File: src/rtl/pipe_stage_reg_if.sv
// Stage-to-stage link for pipe_stage_reg: valid/ready handshake on both sides,
// flush, and the stall counter (clear input and count output).
interface pipe_stage_reg_if #(
  parameter int unsigned CTRL_W = 16,
  parameter int unsigned DATA_W = 128,
  parameter int unsigned CNT_W  = 16
);
  logic              flush;
  logic              in_valid;
  logic              in_ready;
  logic [CTRL_W-1:0] in_ctrl;
  logic [DATA_W-1:0] in_data;
  logic              out_valid;
  logic              out_ready;
  logic [CTRL_W-1:0] out_ctrl;
  logic [DATA_W-1:0] out_data;
  logic              clr_cnt;
  logic [CNT_W-1:0]  stall_cnt;

  // Surrounding pipeline side: drives upstream entry and downstream ready.
  modport master (
    output flush, in_valid, in_ctrl, in_data, out_ready, clr_cnt,
    input  in_ready, out_valid, out_ctrl, out_data, stall_cnt
  );

  // Register block side.
  modport slave (
    input  flush, in_valid, in_ctrl, in_data, out_ready, clr_cnt,
    output in_ready, out_valid, out_ctrl, out_data, stall_cnt
  );
endinterface

File: src/rtl/pipe_stage_reg.sv
// Reusable pipeline stage register with valid/ready handshake, flush,
// optional two-entry skid buffer and a saturating stall-cycle counter.
module pipe_stage_reg #(
  parameter int unsigned CTRL_W = 16,
  parameter int unsigned DATA_W = 128,
  parameter int unsigned SKID   = 0,
  parameter int unsigned CNT_W  = 16
) (
  input  logic             clk,
  input  logic             rst_n,
  pipe_stage_reg_if.slave  bus
);

  typedef enum logic [1:0] {
    ST_EMPTY = 2'd0,
    ST_FULL  = 2'd1,
    ST_TWO   = 2'd2
  } state_e;

  localparam logic [CNT_W-1:0] CNT_MAX = '1;

  state_e            state_q, state_d;
  logic [CTRL_W-1:0] main_ctrl_q, main_ctrl_d;
  logic [DATA_W-1:0] main_data_q, main_data_d;
  logic [CTRL_W-1:0] skid_ctrl_q, skid_ctrl_d;
  logic [DATA_W-1:0] skid_data_q, skid_data_d;
  logic              rdy_q, rdy_d;
  logic [CNT_W-1:0]  cnt_q, cnt_d;

  logic              out_valid_c;
  logic              accept_c;
  logic              issue_c;

  assign out_valid_c = (state_q != ST_EMPTY);

  // rdy_q also keeps in_ready low through reset and until the first edge after release.
  if (SKID != 0) begin : g_skid
    assign bus.in_ready = rdy_q;
  end else begin : g_noskid
    assign bus.in_ready = rdy_q & (bus.out_ready | ~out_valid_c);
  end

  assign accept_c      = bus.in_valid & bus.in_ready;
  assign issue_c       = out_valid_c & bus.out_ready;
  assign bus.out_valid = out_valid_c;
  assign bus.out_ctrl  = main_ctrl_q;
  assign bus.out_data  = main_data_q;
  assign bus.stall_cnt = cnt_q;

  always_comb begin
    state_d     = state_q;
    main_ctrl_d = main_ctrl_q;
    main_data_d = main_data_q;
    skid_ctrl_d = skid_ctrl_q;
    skid_data_d = skid_data_q;
    cnt_d       = cnt_q;

    // Flush drops held and incoming entries; a concurrent issue has already been sampled.
    if (bus.flush) begin
      state_d     = ST_EMPTY;
      main_ctrl_d = '0;
      skid_ctrl_d = '0;
    end else begin
      unique case (state_q)
        ST_EMPTY: begin
          if (accept_c) begin
            main_ctrl_d = bus.in_ctrl;
            main_data_d = bus.in_data;
            state_d     = ST_FULL;
          end
        end
        ST_FULL: begin
          if (accept_c && issue_c) begin
            main_ctrl_d = bus.in_ctrl;
            main_data_d = bus.in_data;
          end else if (accept_c) begin
            skid_ctrl_d = bus.in_ctrl;
            skid_data_d = bus.in_data;
            state_d     = ST_TWO;
          end else if (issue_c) begin
            main_ctrl_d = '0;
            state_d     = ST_EMPTY;
          end
        end
        ST_TWO: begin
          if (issue_c) begin
            main_ctrl_d = skid_ctrl_q;
            main_data_d = skid_data_q;
            skid_ctrl_d = '0;
            state_d     = ST_FULL;
          end
        end
        default: state_d = ST_EMPTY;
      endcase
    end

    rdy_d = (state_d != ST_TWO);

    if (bus.clr_cnt) begin
      cnt_d = '0;
    end else if (out_valid_c && !bus.out_ready && (cnt_q != CNT_MAX)) begin
      cnt_d = cnt_q + CNT_W'(1);
    end
  end

  always_ff @(posedge clk or negedge rst_n) begin
    if (!rst_n) begin
      state_q     <= ST_EMPTY;
      main_ctrl_q <= '0;
      main_data_q <= '0;
      skid_ctrl_q <= '0;
      skid_data_q <= '0;
      rdy_q       <= 1'b0;
      cnt_q       <= '0;
    end else begin
      state_q     <= state_d;
      main_ctrl_q <= main_ctrl_d;
      main_data_q <= main_data_d;
      skid_ctrl_q <= skid_ctrl_d;
      skid_data_q <= skid_data_d;
      rdy_q       <= rdy_d;
      cnt_q       <= cnt_d;
    end
  end

endmodule

File: src/flat_wrapper.sv
// flat-port wrapper written by rule: the top's interface ports become plain ports
module pipe_stage_reg_flat 
#(
  parameter int unsigned CTRL_W = 16,
  parameter int unsigned DATA_W = 128,
  parameter int unsigned SKID   = 0,
  parameter int unsigned CNT_W  = 16
)
  (clk, rst_n, bus_flush, bus_in_valid, bus_in_ctrl, bus_in_data, bus_out_ready, bus_clr_cnt, bus_in_ready, bus_out_valid, bus_out_ctrl, bus_out_data, bus_stall_cnt);
  pipe_stage_reg_if #(.CTRL_W(CTRL_W), .DATA_W(DATA_W), .CNT_W(CNT_W)) bus_i ();
  input  logic clk;
  input  logic rst_n;
  input wire logic [$bits(bus_i.flush)-1:0] bus_flush;
  input wire logic [$bits(bus_i.in_valid)-1:0] bus_in_valid;
  input wire logic [$bits(bus_i.in_ctrl)-1:0] bus_in_ctrl;
  input wire logic [$bits(bus_i.in_data)-1:0] bus_in_data;
  input wire logic [$bits(bus_i.out_ready)-1:0] bus_out_ready;
  input wire logic [$bits(bus_i.clr_cnt)-1:0] bus_clr_cnt;
  output wire logic [$bits(bus_i.in_ready)-1:0] bus_in_ready;
  output wire logic [$bits(bus_i.out_valid)-1:0] bus_out_valid;
  output wire logic [$bits(bus_i.out_ctrl)-1:0] bus_out_ctrl;
  output wire logic [$bits(bus_i.out_data)-1:0] bus_out_data;
  output wire logic [$bits(bus_i.stall_cnt)-1:0] bus_stall_cnt;
  assign bus_i.flush = bus_flush;
  assign bus_i.in_valid = bus_in_valid;
  assign bus_i.in_ctrl = bus_in_ctrl;
  assign bus_i.in_data = bus_in_data;
  assign bus_i.out_ready = bus_out_ready;
  assign bus_i.clr_cnt = bus_clr_cnt;
  assign bus_in_ready = bus_i.in_ready;
  assign bus_out_valid = bus_i.out_valid;
  assign bus_out_ctrl = bus_i.out_ctrl;
  assign bus_out_data = bus_i.out_data;
  assign bus_stall_cnt = bus_i.stall_cnt;
  pipe_stage_reg #(.CTRL_W(CTRL_W), .DATA_W(DATA_W), .SKID(SKID), .CNT_W(CNT_W)) u_core (.clk(clk), .rst_n(rst_n), .bus(bus_i));
endmodule
File: config.mk
export PLATFORM = sky130hd
export DESIGN_NAME = pipe_stage_reg_flat
export DESIGN_NICKNAME = d
export VERILOG_FILES = /design/src/rtl/pipe_stage_reg_if.sv /design/src/rtl/pipe_stage_reg.sv /design/src/flat_wrapper.sv
export SDC_FILE = /design/constraint.sdc
export NUM_CORES = 1
export LEC_CHECK = 0
export CORE_MARGIN = 8
export CORE_UTILIZATION = 54
export DETAILED_ROUTE_END_ITERATION = 16
export MAX_ROUTING_LAYER = met4
export PLACE_DENSITY = 0.85
export SLEW_MARGIN = 15
export SYNTH_ARGS = -nofsm -noshare
export SYNTH_HDL_FRONTEND = slang
export SYNTH_SLANG_ARGS = --single-unit
File: constraint.sdc
create_clock -name clk -period 3.8 [get_ports clk]
set_input_delay 0.76 -clock clk [delete_from_list [all_inputs] [get_ports clk]]
set_output_delay 0.76 -clock clk [all_outputs]
set_load 0.05 [all_outputs]
# Word-level counts from Yosys, hierarchy flattened
# Cells that the tools add are included.
totals:
  ff_bits: 307
  in_bits: 150
  output_inout_bits: 162
  wordCells: 65
classes:
  addsub: 1
  eq_ne: 13
  muxes: 23
  n_bitwise: 7
  reduce_logical: 14
ops:
  columns: ["operator", "count"]
  rows:
  - ["128-bit 2-to-1 mux", 3]
  - ["128-bit case mux with 3 select lines", 1]
  - ["16-bit 2-to-1 mux", 10]
  - ["16-bit case mux with 3 select lines", 1]
  - ["16-bit case mux with 2 select lines", 1]
  - ["16-bit by 1-bit adder with 16-bit output, second input constant", 1]
  - ["16-bit != test, second input constant", 1]
  - ["2-bit 2-to-1 mux", 6]
  - ["5-bit AND reduction", 2]
  - ["3-bit by 2-bit != test with 1-bit output, second input constant", 3]
  - ["4-bit AND reduction", 2]
  - ["2-bit by 1-bit != test with 1-bit output, second input constant", 3]
  - ["2-bit case mux with 3 select lines", 1]
  - ["3-bit nonzero test", 2]
  - ["4-bit by 2-bit != test with 1-bit output, second input constant", 1]
  - ["4-bit != test, second input constant", 1]
  - ["2-bit nonzero test", 2]
  - ["4-bit nonzero test", 1]
  - ["1-bit AND", 3]
  - ["1-bit logical AND", 3]
  - ["3-bit != test, second input constant", 1]
  - ["1-bit NOT", 3]
  - ["2-bit by 1-bit == test with 1-bit output, second input constant", 1]
  - ["2-bit == test, second input constant", 1]
  - ["other kinds (4)", 4]

# Depth between registers and ports, before layout
logic_depth:
  word_depth: 10
  mapped_depth: 9
  ltp_nobuf: 6

# Worst setup path after synthesis
# No wires, ideal clock.
synth_path:
  path_kind: "register -> output"
  startpoint: "reg u_core.state_q[0]"
  endpoint: "out bus_in_ready"
  arrival_ns: 1.473
  t_required_ns: 3.040
  slack_ns: 1.567
  stages_incl_launch_ff: 7
  path_buffers: 2
  path_cell_list: "dfrtp_1 inv_1 ha_1 buf_2 or2_1 clkbuf_2 and2_1"
synth_via:
  elab_chain_cells: 4
synth_lines:
  columns: ["item", "line_no", "source"]
  rows:
  - ["from (decl)", "pipe_stage_reg.sv:22", "state_e state_q, state_d;"]
  - ["from (signal assigned)", "pipe_stage_reg.sv:116", "state_q <= state_d;"]
  - ["2-bit nonzero test", "pipe_stage_reg.sv:34", "assign out_valid_c = (state_q != ST_EMPTY);"]
  - ["1-bit NOT", "pipe_stage_reg.sv:40", "assign bus.in_ready = rdy_q & (bus.out_ready | ~out_valid_c);"]
  - ["1-bit OR", "pipe_stage_reg.sv:40", null]
  - ["1-bit AND", "pipe_stage_reg.sv:40", null]
  - ["to (decl)", "flat_wrapper.sv:19", "output wire logic [$bits(bus_i.in_ready)-1:0] bus_in_ready;"]
# No other way between the ends.

# Worst setup path after layout
# Same ends and word-level chain as after synthesis.

==> results.py <==
metrics = {
    "clock_network": {
        "clk_path_buf_depth": 3,
        "postCtsResizedCells": 0,
        "worstSkewPairLatency_ns": 0.50,
        "htreeDepth": 2,
        "cts.sinks": 307,
        "cts_buffers": 34,
        "clkTransAtPathRegs_ns": 0.06,
        "post_cts_buffers": 0,
        "cts_hold_buf": 0,
        "root_buffer": "clkbuf_16",
        "cts_tree": "yes",
    },
    "run": {
        "maxCapViolCount": 0,
    },
    "timing": {
        "maxSlewViolCount": 0,
        "finalCriticalPeriod_ns": 3.46,
        "fin_setup_tns_ns": 0,
        "rsz0062_at_grt": "no",
        "tightest_slew_ns": 1.03,
        "fin_worst_skew_ns": 0.00993,
        "fmax_mhz": 289,
        "fin_crit_sh": 0.909,
        "finalSetupViolCount": 0,
        "slew_headroom": 0.314,
        "final_hold_viol_count": 0,
    },
    "setup_path": {
        "critical_path_class": "reg -> out",
        "crit_path_end_kind": "output pin",
        "path_max_fanout": 10,
        "critical_path.top_delay_family": "buffers and inverters",
        "cpPeakStageDelay_ns": 0.81,
        "critPathLaunchType": "register",
        "worstPathRequired_ns": 3.04,
        "cp_cell_sequence": "inv_1, ha_1, or2_1, and2_1, clkdlybuf4s50_1",
        "path_buf_inv": 2,
        "cp_slowest_cell": "clkdlybuf4s50_1",
        "crit_arrival_ns": 2.70,
    },
    "placed_design": {
        "io_buffers": 311,
        "dpl_cell_area_um2": 16800,
        "gp_congestion": 0.801,
        "hpwlAfterDp_um": 23900,
    },
    "drt": {
        "wl_per_cell_um": 21.2,
        "drc": 0,
        "wirelength_um": 36800,
        "drtPass1Iterations": 5,
        "vias_per_cell": 5.85,
        "ant_nets": 0,
        "vias": 10200,
        "drtIter0Drc": 1140,
    },
    "synthesis": {
        "syn_area_um2": 13400,
        "yosysWarnings": 0,
        "async_reset_ff_frac": 1.00,
        "synth_nets": 1260,
        "synth_ff_type": "dfrtp_1",
        "netlist_instances": 1105,
        "avgSynthCellArea_um2": 12.1,
        "synth_seq_area_share": 0.575,
        "synth_seq_cells": 307,
        "netlist_top_cells_area": "dfrtp_1 (58%), mux2_2 (11%), a21oi_1 (9.9%)",
        "synth_top_area_frac": 0.575,
        "ys_types": 51,
        "synth-edff-count": 0,
        "synth_area_leader_cell": "dfrtp_1",
    },
    "global_routing": {
        "antenna_found_initial": 3,
        "grt_pass1_wl_um": 60100,
        "grt_start_max_net_pins": 129,
        "grt.total_usage": 0.249,
        "grt_pass1_vias": 10900,
        "grt.overflow.total": 0,
    },
    "floorplanning": {
        "dieWidth_um": 173,
        "fp-row-count": 57,
        "ioPinCount": 312,
        "core_area_um2": 24300,
        "die_height_um": 173,
        "initial_core_util": 0.549,
        "die_area_um2": 30000,
    },
    "pwr": {
        "cellLeakagePower_uw": 0.00719,
        "vdd_drop_max_mv": 0.748,
        "power_density_nw_per_um2": 882,
    },
    "hold_path": {
        "min_path_type": "in -> async",
    },
    "layout": {
        "final_cell_area_um2": 18000,
        "syn_to_final_growth_pct": 34.5,
        "drive_gt1_frac": 0.156,
        "nNetsFinal": 1542,
    },
    "outcome": {
        "status": "completed",
    },
}
==> per-layer routing <==
metal	track usage	up-vias	part of all wire
li1	-	4592	-
met1	0.305	5105	0.41
met2	0.394	401	0.49
met3	0.0649	80	0.069
met4	0.0959	0	0.036
met5	-	-	0
==> synth_stat cells, drive strengths merged, types with 4 or more instances <==
cell type,instances
o21ai,18
nand4,5
mux2,131
nor3,8
dfrtp,307
or4,4
and2,4
a21oi,263
a22o,32
nand2,40
nor2,13
nand3,7
ha,5
buf,62
inv,8
o211ai,4
clkbuf,24
mux2i,129
==> cell usage in the layout (no fill, tap or decap), types with 2 or more instances in the layout <==
| cell | count |
|---|---|
| a311oi_1 | 2 |
| a21oi_1 | 263 |
| buf_4 | 11 |
| buf_12 | 10 |
| dfrtp_1 | 307 |
| nand4_1 | 5 |
| o311ai_0 | 2 |
| mux2_2 | 130 |
| clkbuf_1 | 5 |
| clkbuf_8 | 7 |
| nor4_1 | 3 |
| and2_1 | 3 |
| ha_1 | 4 |
| nand3_2 | 2 |
| nand2_1 | 40 |
| o211ai_1 | 4 |
| nor3_1 | 7 |
| a211oi_1 | 2 |
| nand3_1 | 5 |
| clkdlybuf4s50_1 | 310 |
| clkinvlp_4 | 2 |
| o21a_1 | 2 |
| mux2i_1 | 129 |
| nor2_1 | 12 |
| inv_1 | 8 |
| and3_1 | 2 |
| clkbuf_16 | 37 |
| a22o_1 | 32 |
| diode_2 | 3 |
| or4_1 | 4 |
| nand2b_1 | 3 |
| o21ai_0 | 18 |
| nor2b_1 | 3 |
| clkinv_2 | 10 |
==> path summary, 6_finish.rpt <==
check | endpoint | slack (ns) | startpoint | cells past startpoint
max | bus_in_ready | 0.34 | u_core.state_q[0] | 5
min | u_core.bus.stall_cnt[10] | 0.29 | rst_n | 1
max reg2reg | u_core.bus.out_data[67] | 1.11 | u_core.state_q[0] | 5
min reg2reg | u_core.skid_ctrl_q[4] | 0.49 | u_core.skid_ctrl_q[4] | 2
max in group asynchronous | u_core.skid_data_q[86] | 2.65 | rst_n | 2
min in group clk | u_core.skid_ctrl_q[4] | 0.49 | u_core.skid_ctrl_q[4] | 2
==> metrics by stage <==
stage | cells | total power [uW] | hold WS [ns] | setup WS, ns | utilization
6_report | 1740 | 15800 | 0.285 | 0.344 | 0.738
5_1_grt | 1740 | 16600 | 0.329 | 0.184 | 0.738
4_1_cts | 1737 | 15900 | 0.290 | 0.324 | 0.738
3_5_place_dp | 1675 | 12600 | 0.471 | 0.486 | 0.691
3_3_place_gp | 1675 | 12300 | 0.463 | 0.511 | 0.691
2_1_floorplan | 1105 | 10000 | 0.450 | 1.57 | -
==> sequential cells by signal, indices dropped and copies added, names as in the netlist <==
register / cells
u_core.state_q: 2
u_core.skid_data_q: 128
u_core.rdy_q: 1
u_core.bus.out_ctrl: 16
u_core.bus.stall_cnt: 16
u_core.bus.out_data: 128
u_core.skid_ctrl_q: 16
==> where the power goes <==
part           internal [uW]  switching [uW]
clock network           1980            1300
registers               4690             869
logic                   2550            4450
total                   9210            6620
==> logic make-up (layout without fill, tap and decap cells) <==
logic type / count (synthesis) / count (layout) / synth area share
other: 0 / 3 / 0
adders and majority gates: 5 / 5 / 0.00469
DFF: 307 / 307 / 0.575
buffers and inverters: 94 / 402 / 0.0317
and+or+nand+nor: 97 / 97 / 0.0363
muxes: 260 / 260 / 0.207
AOI/OAI and AO/OA: 342 / 342 / 0.145
==> area by class of cell <==
class,count,area [um2]
sequential,307,7680
fill,1589,6360
tap,324,405
timing repair buffer,332,3400
multi-input combinational,704,5300
clock inverter,13,95.1
clock buffer,49,1040
antenna,3,7.51
inverter,8,30.0
(Power assumes the default switching activity.)
